==> config.mk <==
export PLATFORM = sky130hd
export DESIGN_NAME = bram2_arbiter_flat
export DESIGN_NICKNAME = d
export VERILOG_FILES = /design/src/rtl/bram2_arbiter_if.sv /design/src/rtl/bram2_arbiter.sv /design/src/flat_wrapper.sv
export SDC_FILE = /design/constraint.sdc
export NUM_CORES = 1
export LEC_CHECK = 0
export BUFFER_PORTS_ARGS = -buffer_cell sky130_fd_sc_hd__buf_2
export CORE_MARGIN = 1.5
export CORE_UTILIZATION = 31
export DETAILED_ROUTE_END_ITERATION = 10
export GPL_ROUTABILITY_DRIVEN = 0
export PLACE_DENSITY = 0.8
export SYNTH_ARGS = -nofsm -noshare
export SYNTH_HDL_FRONTEND = slang
export SYNTH_SLANG_ARGS = --single-unit
==> constraint.sdc <==
create_clock -name clk -period 2.2 [get_ports clk]
set_input_delay 0.44 -clock clk [delete_from_list [all_inputs] [get_ports clk]]
set_output_delay 0.44 -clock clk [all_outputs]
set_load 0.02 [all_outputs]
==> src/rtl/bram2_arbiter_if.sv <==
`default_nettype none
// ============================================================================
// Module      : bram2_arbiter_if
// Description : Bus bundle for the two-port BRAM arbiter. Contains the
//               request/grant/response signals of both requesters, the
//               command/read-data signals of the shared BRAM and the
//               conflict counter.
//               Port summary:
//                 m0_* / m1_*  request (req, we, addr, wdata, sel) and
//                              response (gnt, rvalid, rdata) per requester
//                 bram_*       command to the BRAM, and its read data
//                 conflict_cnt saturating count of contended cycles
//               Modports:
//                 slave  - arbiter side (consumes requests, drives BRAM)
//                 master - environment side (requesters plus BRAM model)
// Revision    : 1.0 - initial release
// ============================================================================
interface bram2_arbiter_if #(
    parameter int DW = 24,
    parameter int MW = DW / 8,
    parameter int AW = 9
);
    logic          m0_req;
    logic          m0_we;
    logic [AW-1:0] m0_addr;
    logic [DW-1:0] m0_wdata;
    logic [MW-1:0] m0_sel;
    logic          m0_gnt;
    logic          m0_rvalid;
    logic [DW-1:0] m0_rdata;

    logic          m1_req;
    logic          m1_we;
    logic [AW-1:0] m1_addr;
    logic [DW-1:0] m1_wdata;
    logic [MW-1:0] m1_sel;
    logic          m1_gnt;
    logic          m1_rvalid;
    logic [DW-1:0] m1_rdata;

    logic [AW-1:0] bram_addr;
    logic [DW-1:0] bram_wdata;
    logic [MW-1:0] bram_sel;
    logic          bram_we;
    logic [DW-1:0] bram_rdata;

    logic [15:0]   conflict_cnt;

    modport slave (
        input  m0_req, m0_we, m0_addr, m0_wdata, m0_sel,
        input  m1_req, m1_we, m1_addr, m1_wdata, m1_sel,
        output m0_gnt, m0_rvalid, m0_rdata,
        output m1_gnt, m1_rvalid, m1_rdata,
        output bram_addr, bram_wdata, bram_sel, bram_we,
        input  bram_rdata,
        output conflict_cnt
    );

    modport master (
        output m0_req, m0_we, m0_addr, m0_wdata, m0_sel,
        output m1_req, m1_we, m1_addr, m1_wdata, m1_sel,
        input  m0_gnt, m0_rvalid, m0_rdata,
        input  m1_gnt, m1_rvalid, m1_rdata,
        input  bram_addr, bram_wdata, bram_sel, bram_we,
        output bram_rdata,
        input  conflict_cnt
    );
endinterface
`default_nettype wire

==> src/rtl/bram2_arbiter.sv <==
`default_nettype none
// ============================================================================
// Module      : bram2_arbiter
// Description : Two-requester arbiter in front of a single-port BRAM.
//               m0 (scan-out) has fixed priority over m1 (host), except
//               when m1 has waited STARVE_MAX consecutive cycles, in which
//               case m1 is forced ahead for one transfer. One transfer per
//               cycle; read data returns one cycle after the grant and is
//               steered back to the requester that issued the read.
//               Ports:
//                 clk  - clock, rising edge
//                 rst  - asynchronous active-high reset
//                 bus  - bram2_arbiter_if.slave (requests, grants, read
//                        responses, BRAM command, conflict counter)
// Revision    : 1.0 - initial release
// ============================================================================
module bram2_arbiter #(
    parameter int DP         = 512,
    parameter int DW         = 24,
    parameter int MW         = DW / 8,
    parameter int AW         = $clog2(DP),
    parameter int STARVE_MAX = 8
) (
    input  wire logic      clk,
    input  wire logic      rst,
    bram2_arbiter_if.slave bus
);
    localparam int               c_WCW        = $clog2(STARVE_MAX + 1);
    localparam logic [c_WCW-1:0] c_STARVE_MAX = c_WCW'(STARVE_MAX);
    localparam logic [15:0]      c_CNT_MAX    = 16'hFFFF;

    logic [c_WCW-1:0] r_wait_cnt;
    logic             r_tag_vld;
    logic             r_tag_port;      // 0 = m0, 1 = m1
    logic [15:0]      r_conflict_cnt;

    logic             w_starve;
    logic             w_gnt0;
    logic             w_gnt1;
    logic             w_rd_accept;
    logic [AW-1:0]    w_bram_addr;
    logic [DW-1:0]    w_bram_wdata;
    logic [MW-1:0]    w_bram_sel;
    logic             w_bram_we;

    // ------------------------------------------------------------------
    // Grant decision. Starvation only overrides m0 when m1 is actually
    // requesting, so a starved-then-withdrawn m1 never stalls m0.
    // Grants are gated by rst so nothing is issued while in reset.
    // ------------------------------------------------------------------
    assign w_starve = (r_wait_cnt == c_STARVE_MAX);
    assign w_gnt1   = !rst && bus.m1_req && (!bus.m0_req || w_starve);
    assign w_gnt0   = !rst && bus.m0_req && !w_gnt1;

    assign bus.m0_gnt = w_gnt0;
    assign bus.m1_gnt = w_gnt1;

    // ------------------------------------------------------------------
    // BRAM command mux: pass-through of the granted port, all-zero idle.
    // Byte lanes are suppressed on reads so the BRAM never sees a
    // stray lane enable alongside we=0.
    // ------------------------------------------------------------------
    always_comb begin
        w_bram_addr  = '0;
        w_bram_wdata = '0;
        w_bram_sel   = '0;
        w_bram_we    = 1'b0;
        if (w_gnt0) begin
            w_bram_addr  = bus.m0_addr;
            w_bram_wdata = bus.m0_wdata;
            w_bram_sel   = bus.m0_we ? bus.m0_sel : '0;
            w_bram_we    = bus.m0_we;
        end else if (w_gnt1) begin
            w_bram_addr  = bus.m1_addr;
            w_bram_wdata = bus.m1_wdata;
            w_bram_sel   = bus.m1_we ? bus.m1_sel : '0;
            w_bram_we    = bus.m1_we;
        end
    end

    assign bus.bram_addr  = w_bram_addr;
    assign bus.bram_wdata = w_bram_wdata;
    assign bus.bram_sel   = w_bram_sel;
    assign bus.bram_we    = w_bram_we;

    // ------------------------------------------------------------------
    // Wait counter for m1: counts consecutive refused cycles.
    // ------------------------------------------------------------------
    always_ff @(posedge clk or posedge rst) begin
        if (rst) begin
            r_wait_cnt <= '0;
        end else if (!bus.m1_req || w_gnt1) begin
            r_wait_cnt <= '0;
        end else if (r_wait_cnt != c_STARVE_MAX) begin
            r_wait_cnt <= r_wait_cnt + c_WCW'(1);
        end
    end

    // ------------------------------------------------------------------
    // One-entry response tag. BRAM latency is exactly one cycle and at
    // most one read is accepted per cycle, so a single entry suffices
    // even for back-to-back reads from alternating ports.
    // ------------------------------------------------------------------
    assign w_rd_accept = (w_gnt0 && !bus.m0_we) || (w_gnt1 && !bus.m1_we);

    always_ff @(posedge clk or posedge rst) begin
        if (rst) begin
            r_tag_vld  <= 1'b0;
            r_tag_port <= 1'b0;
        end else begin
            r_tag_vld  <= w_rd_accept;
            r_tag_port <= w_gnt1;
        end
    end

    assign bus.m0_rvalid = r_tag_vld && !r_tag_port;
    assign bus.m1_rvalid = r_tag_vld &&  r_tag_port;
    assign bus.m0_rdata  = bus.m0_rvalid ? bus.bram_rdata : '0;
    assign bus.m1_rdata  = bus.m1_rvalid ? bus.bram_rdata : '0;

    // ------------------------------------------------------------------
    // Saturating count of cycles where both requesters contend.
    // ------------------------------------------------------------------
    always_ff @(posedge clk or posedge rst) begin
        if (rst) begin
            r_conflict_cnt <= '0;
        end else if (bus.m0_req && bus.m1_req && (r_conflict_cnt != c_CNT_MAX)) begin
            r_conflict_cnt <= r_conflict_cnt + 16'd1;
        end
    end

    assign bus.conflict_cnt = r_conflict_cnt;
endmodule
`default_nettype wire
==> src/flat_wrapper.sv <==
// flat-port wrapper written by rule: the top's interface ports become plain ports
module bram2_arbiter_flat 
#(
    parameter int DP         = 512,
    parameter int DW         = 24,
    parameter int MW         = DW / 8,
    parameter int AW         = $clog2(DP),
    parameter int STARVE_MAX = 8
)
  (clk, rst, bus_m0_req, bus_m0_we, bus_m0_addr, bus_m0_wdata, bus_m0_sel, bus_m1_req, bus_m1_we, bus_m1_addr, bus_m1_wdata, bus_m1_sel, bus_m0_gnt, bus_m0_rvalid, bus_m0_rdata, bus_m1_gnt, bus_m1_rvalid, bus_m1_rdata, bus_bram_addr, bus_bram_wdata, bus_bram_sel, bus_bram_we, bus_bram_rdata, bus_conflict_cnt);
  bram2_arbiter_if #(.DW(DW), .MW(MW), .AW(AW)) bus_i ();
  input  wire logic clk;
  input  wire logic rst;
  input wire logic [$bits(bus_i.m0_req)-1:0] bus_m0_req;
  input wire logic [$bits(bus_i.m0_we)-1:0] bus_m0_we;
  input wire logic [$bits(bus_i.m0_addr)-1:0] bus_m0_addr;
  input wire logic [$bits(bus_i.m0_wdata)-1:0] bus_m0_wdata;
  input wire logic [$bits(bus_i.m0_sel)-1:0] bus_m0_sel;
  input wire logic [$bits(bus_i.m1_req)-1:0] bus_m1_req;
  input wire logic [$bits(bus_i.m1_we)-1:0] bus_m1_we;
  input wire logic [$bits(bus_i.m1_addr)-1:0] bus_m1_addr;
  input wire logic [$bits(bus_i.m1_wdata)-1:0] bus_m1_wdata;
  input wire logic [$bits(bus_i.m1_sel)-1:0] bus_m1_sel;
  output wire logic [$bits(bus_i.m0_gnt)-1:0] bus_m0_gnt;
  output wire logic [$bits(bus_i.m0_rvalid)-1:0] bus_m0_rvalid;
  output wire logic [$bits(bus_i.m0_rdata)-1:0] bus_m0_rdata;
  output wire logic [$bits(bus_i.m1_gnt)-1:0] bus_m1_gnt;
  output wire logic [$bits(bus_i.m1_rvalid)-1:0] bus_m1_rvalid;
  output wire logic [$bits(bus_i.m1_rdata)-1:0] bus_m1_rdata;
  output wire logic [$bits(bus_i.bram_addr)-1:0] bus_bram_addr;
  output wire logic [$bits(bus_i.bram_wdata)-1:0] bus_bram_wdata;
  output wire logic [$bits(bus_i.bram_sel)-1:0] bus_bram_sel;
  output wire logic [$bits(bus_i.bram_we)-1:0] bus_bram_we;
  input wire logic [$bits(bus_i.bram_rdata)-1:0] bus_bram_rdata;
  output wire logic [$bits(bus_i.conflict_cnt)-1:0] bus_conflict_cnt;
  assign bus_i.m0_req = bus_m0_req;
  assign bus_i.m0_we = bus_m0_we;
  assign bus_i.m0_addr = bus_m0_addr;
  assign bus_i.m0_wdata = bus_m0_wdata;
  assign bus_i.m0_sel = bus_m0_sel;
  assign bus_i.m1_req = bus_m1_req;
  assign bus_i.m1_we = bus_m1_we;
  assign bus_i.m1_addr = bus_m1_addr;
  assign bus_i.m1_wdata = bus_m1_wdata;
  assign bus_i.m1_sel = bus_m1_sel;
  assign bus_m0_gnt = bus_i.m0_gnt;
  assign bus_m0_rvalid = bus_i.m0_rvalid;
  assign bus_m0_rdata = bus_i.m0_rdata;
  assign bus_m1_gnt = bus_i.m1_gnt;
  assign bus_m1_rvalid = bus_i.m1_rvalid;
  assign bus_m1_rdata = bus_i.m1_rdata;
  assign bus_bram_addr = bus_i.bram_addr;
  assign bus_bram_wdata = bus_i.bram_wdata;
  assign bus_bram_sel = bus_i.bram_sel;
  assign bus_bram_we = bus_i.bram_we;
  assign bus_i.bram_rdata = bus_bram_rdata;
  assign bus_conflict_cnt = bus_i.conflict_cnt;
  bram2_arbiter #(.DP(DP), .DW(DW), .MW(MW), .AW(AW), .STARVE_MAX(STARVE_MAX)) u_core (.clk(clk), .rst(rst), .bus(bus_i));
endmodule
==> reports/summary.txt <==
Status -> complete, but fails checks
Failing checks -> setup timing
Register Area -> 551 sq um
Largest net degree at the start of global routing -> 26
Final setup viols -> 3
Leak -> 1.99 nW
VDD IR max -> 0.754 mV
Starting density of the core -> 32.8%
RSZ-0062 raised after global routing -> yes
Min cycle time layout -> 2210 ps
Clock latency on the worst-skew pair -> 260 ps
Final Util -> 57.8%
Most frequent cells in the layout -> buf_2, buf_4, a22o_1, and3_1, and2_1
Max Slew Vio Count -> 0
Reg clk slew, reported paths -> 80 ps
Tot GR Track Use -> 19.3%
Routed wire per std cell -> 14.1 um
# fillers -> 503
Area of the multi-input gates -> 1240 sq um
Number of remaining DRC errors -> 0
Final instance area -> 3240 sq um
ANT nets after route -> 0
Die Area -> 6410 sq um
Top Ports -> 207
Slew at the pin closest to its max-slew limit -> 377 ps
DR vias/cell -> 4.93
Ys flop type -> dfrtp_1
Reg2Reg Depth -> 5
Gate Count Post-Synth -> 206
PwrDens -> 486 nW/um^2
Row Count -> 27
Setup WS post-layout -> -13.5 ps
CTS root buf -> clkbuf_8
Final #Nets -> 526
Layout cell share with drive strength beyond 1 -> 58.1%
Post-CTS Hold Fix Bufs -> 0
Worst setup SP type -> flop
Final Hold Viols -> 0
Vias in the first global route -> 2153
Layout area overhead -> 76.2%
Critical path required time -> 1760 ps
Maxcap violations -> 0
Post-Syn Nets -> 311
Ranking of synthesized cells by area -> dfrtp_1, a22o_1, and2_1
Syn Area/Cell -> 8.93 sq um
Htree depth -> 1
F_max -> 0.452 GHz
Mapped cell area -> 1840 sq um
ANT cells -> 0
Via count -> 2426
EDFF count, synth -> 0
Port bufs -> 206
Hold crit path type -> in -> async
Worst Setup SP -> u_core.r_wait_cnt[1]$_DFFE_PP0P_
Ys Warns -> 0
Tot Pwr -> 0.00158 W
GR Overflow Total -> 0
CP Class -> reg -> out
CP Max Fanout -> 12
Width of the chip -> 80.1 um
Total CTS buffers -> 3
Total wire length -> 6950 um
Area leader, netlist -> dfrtp_1
DR pass1 iterations -> 4
Commonest non-fill, non-tap cell in the layout -> buf_2
Die span in y -> 80.1 um
Register bit count reported by yosys -> 22
Initial antenna violation count -> 0
Post-synth top area share -> 29.9%
CTS tree -> built
Core area -> 5610 sq um
Sequential area share after synthesis -> 29.9%
DRT iter0 DRCs -> 41
Yosys cell types -> 40
First-pass GRT wire length -> 9820 um
CTS max path bufs -> 2
CTS sink count -> 22
Period utilisation layout -> 101%
Clock skew -> 5.51 ps
Max_slew headroom -> 74.6%
Critical Path End Type -> output pin
WP data arrival -> 1770 ps
Dpl hpwl -> 5590 um
Reg2reg start -> u_core.bus.conflict_cnt[1]$_DFFE_PP0P_
Post-DP Area -> 3000 sq um
Asr flop ratio synth -> 100%
-- registers in the layout (all words and copies together) (netlist names) --
name	count
u_core.bus.conflict_cnt	16
u_core.r_wait_cnt	4
u_core.r_tag_port	1
u_core.r_tag_vld	1
-- per-stage QoR --
step	hold slack [ps]	setup WS, ps	TNS [ps]	instances
floorplan	309	44.6	0	206
global placement	497	118	0	481
detailed placement	498	86.7	0	481
CTS	252	-8.99	-11.9	490
global route	265	-129	-3820	492
finish	245	-13.5	-22.7	492
-- timing repair --
action,4_1_cts,5_1_grt
endpoints found under the setup margin,38,37
gates resized for setup,11,36
setup buffers,5,2
pin swaps,3,3
-- metal layers --
metal  wire length [um]  part of all wire, %  track usage [%]
met1               2620                   38             23.5
met2               3680                   53             35.2
met3                588                  8.5             3.64
met4                 69                 0.99             3.28
met5                  0                    0                0
-- worst max-delay path, stage by stage (launching register included) --
cell	delay, ps
dfrtp_1	380
inv_1	60
ha_1	150
nand3b_1	150
a21oi_4	260
buf_6	190
a22o_1	170
buf_4	140
-- cells by family after synthesis --
family / after synthesis / share of synthesized area, %
buffers and inverters: 19 / 4.62
muxes: 1 / 0.816
and+or+nand+nor: 101 / 34.9
adders and majority gates: 3 / 2.04
AOI/OAI and AO/OA: 43 / 19.6
DFF: 22 / 29.9
xor gates and xnor gates: 17 / 8.09
-- final timing paths --
kind | end | slack [ps]
setup / recovery | bus_bram_addr[0] | -10
hold / removal | u_core.bus.conflict_cnt[11]$_DFFE_PP0P_ | 240
setup reg to reg | u_core.bus.conflict_cnt[1]$_DFFE_PP0P_ | 330
hold reg to reg | u_core.bus.conflict_cnt[15]$_DFFE_PP0P_ | 510
max in group asynchronous | u_core.r_tag_vld$_DFF_PP0_ | 1730
min in group clk | u_core.r_tag_vld$_DFF_PP0_ | 450
-- power breakdown --
part,leakage [nW],switching (W),internal (W)
combinational,1.69,0.000392,0.000317
clock,0.0288,0.000133,0.000160
sequential,0.279,0.0000991,0.000477
-- layout make-up --
type | count | share of cell area [%]
timing repair buffer | 225 | 39.8
multi-input combinational | 165 | 38.2
sequential | 22 | 17.0
tap | 72 | 2.78
clock buffer | 4 | 1.70
inverter | 4 | 0.579
-- cells in the mapped netlist (4+ instances only) --
cell / n
a22o_1: 33
and2_1: 26
and3_1: 25
dfrtp_1: 22
xor2_1: 14
nand2_1: 10
clkbuf_1: 8
nor3_1: 8
buf_2: 5
nor2_1: 5
inv_1: 4
Note: power is estimated with default switching activity, not from simulation.
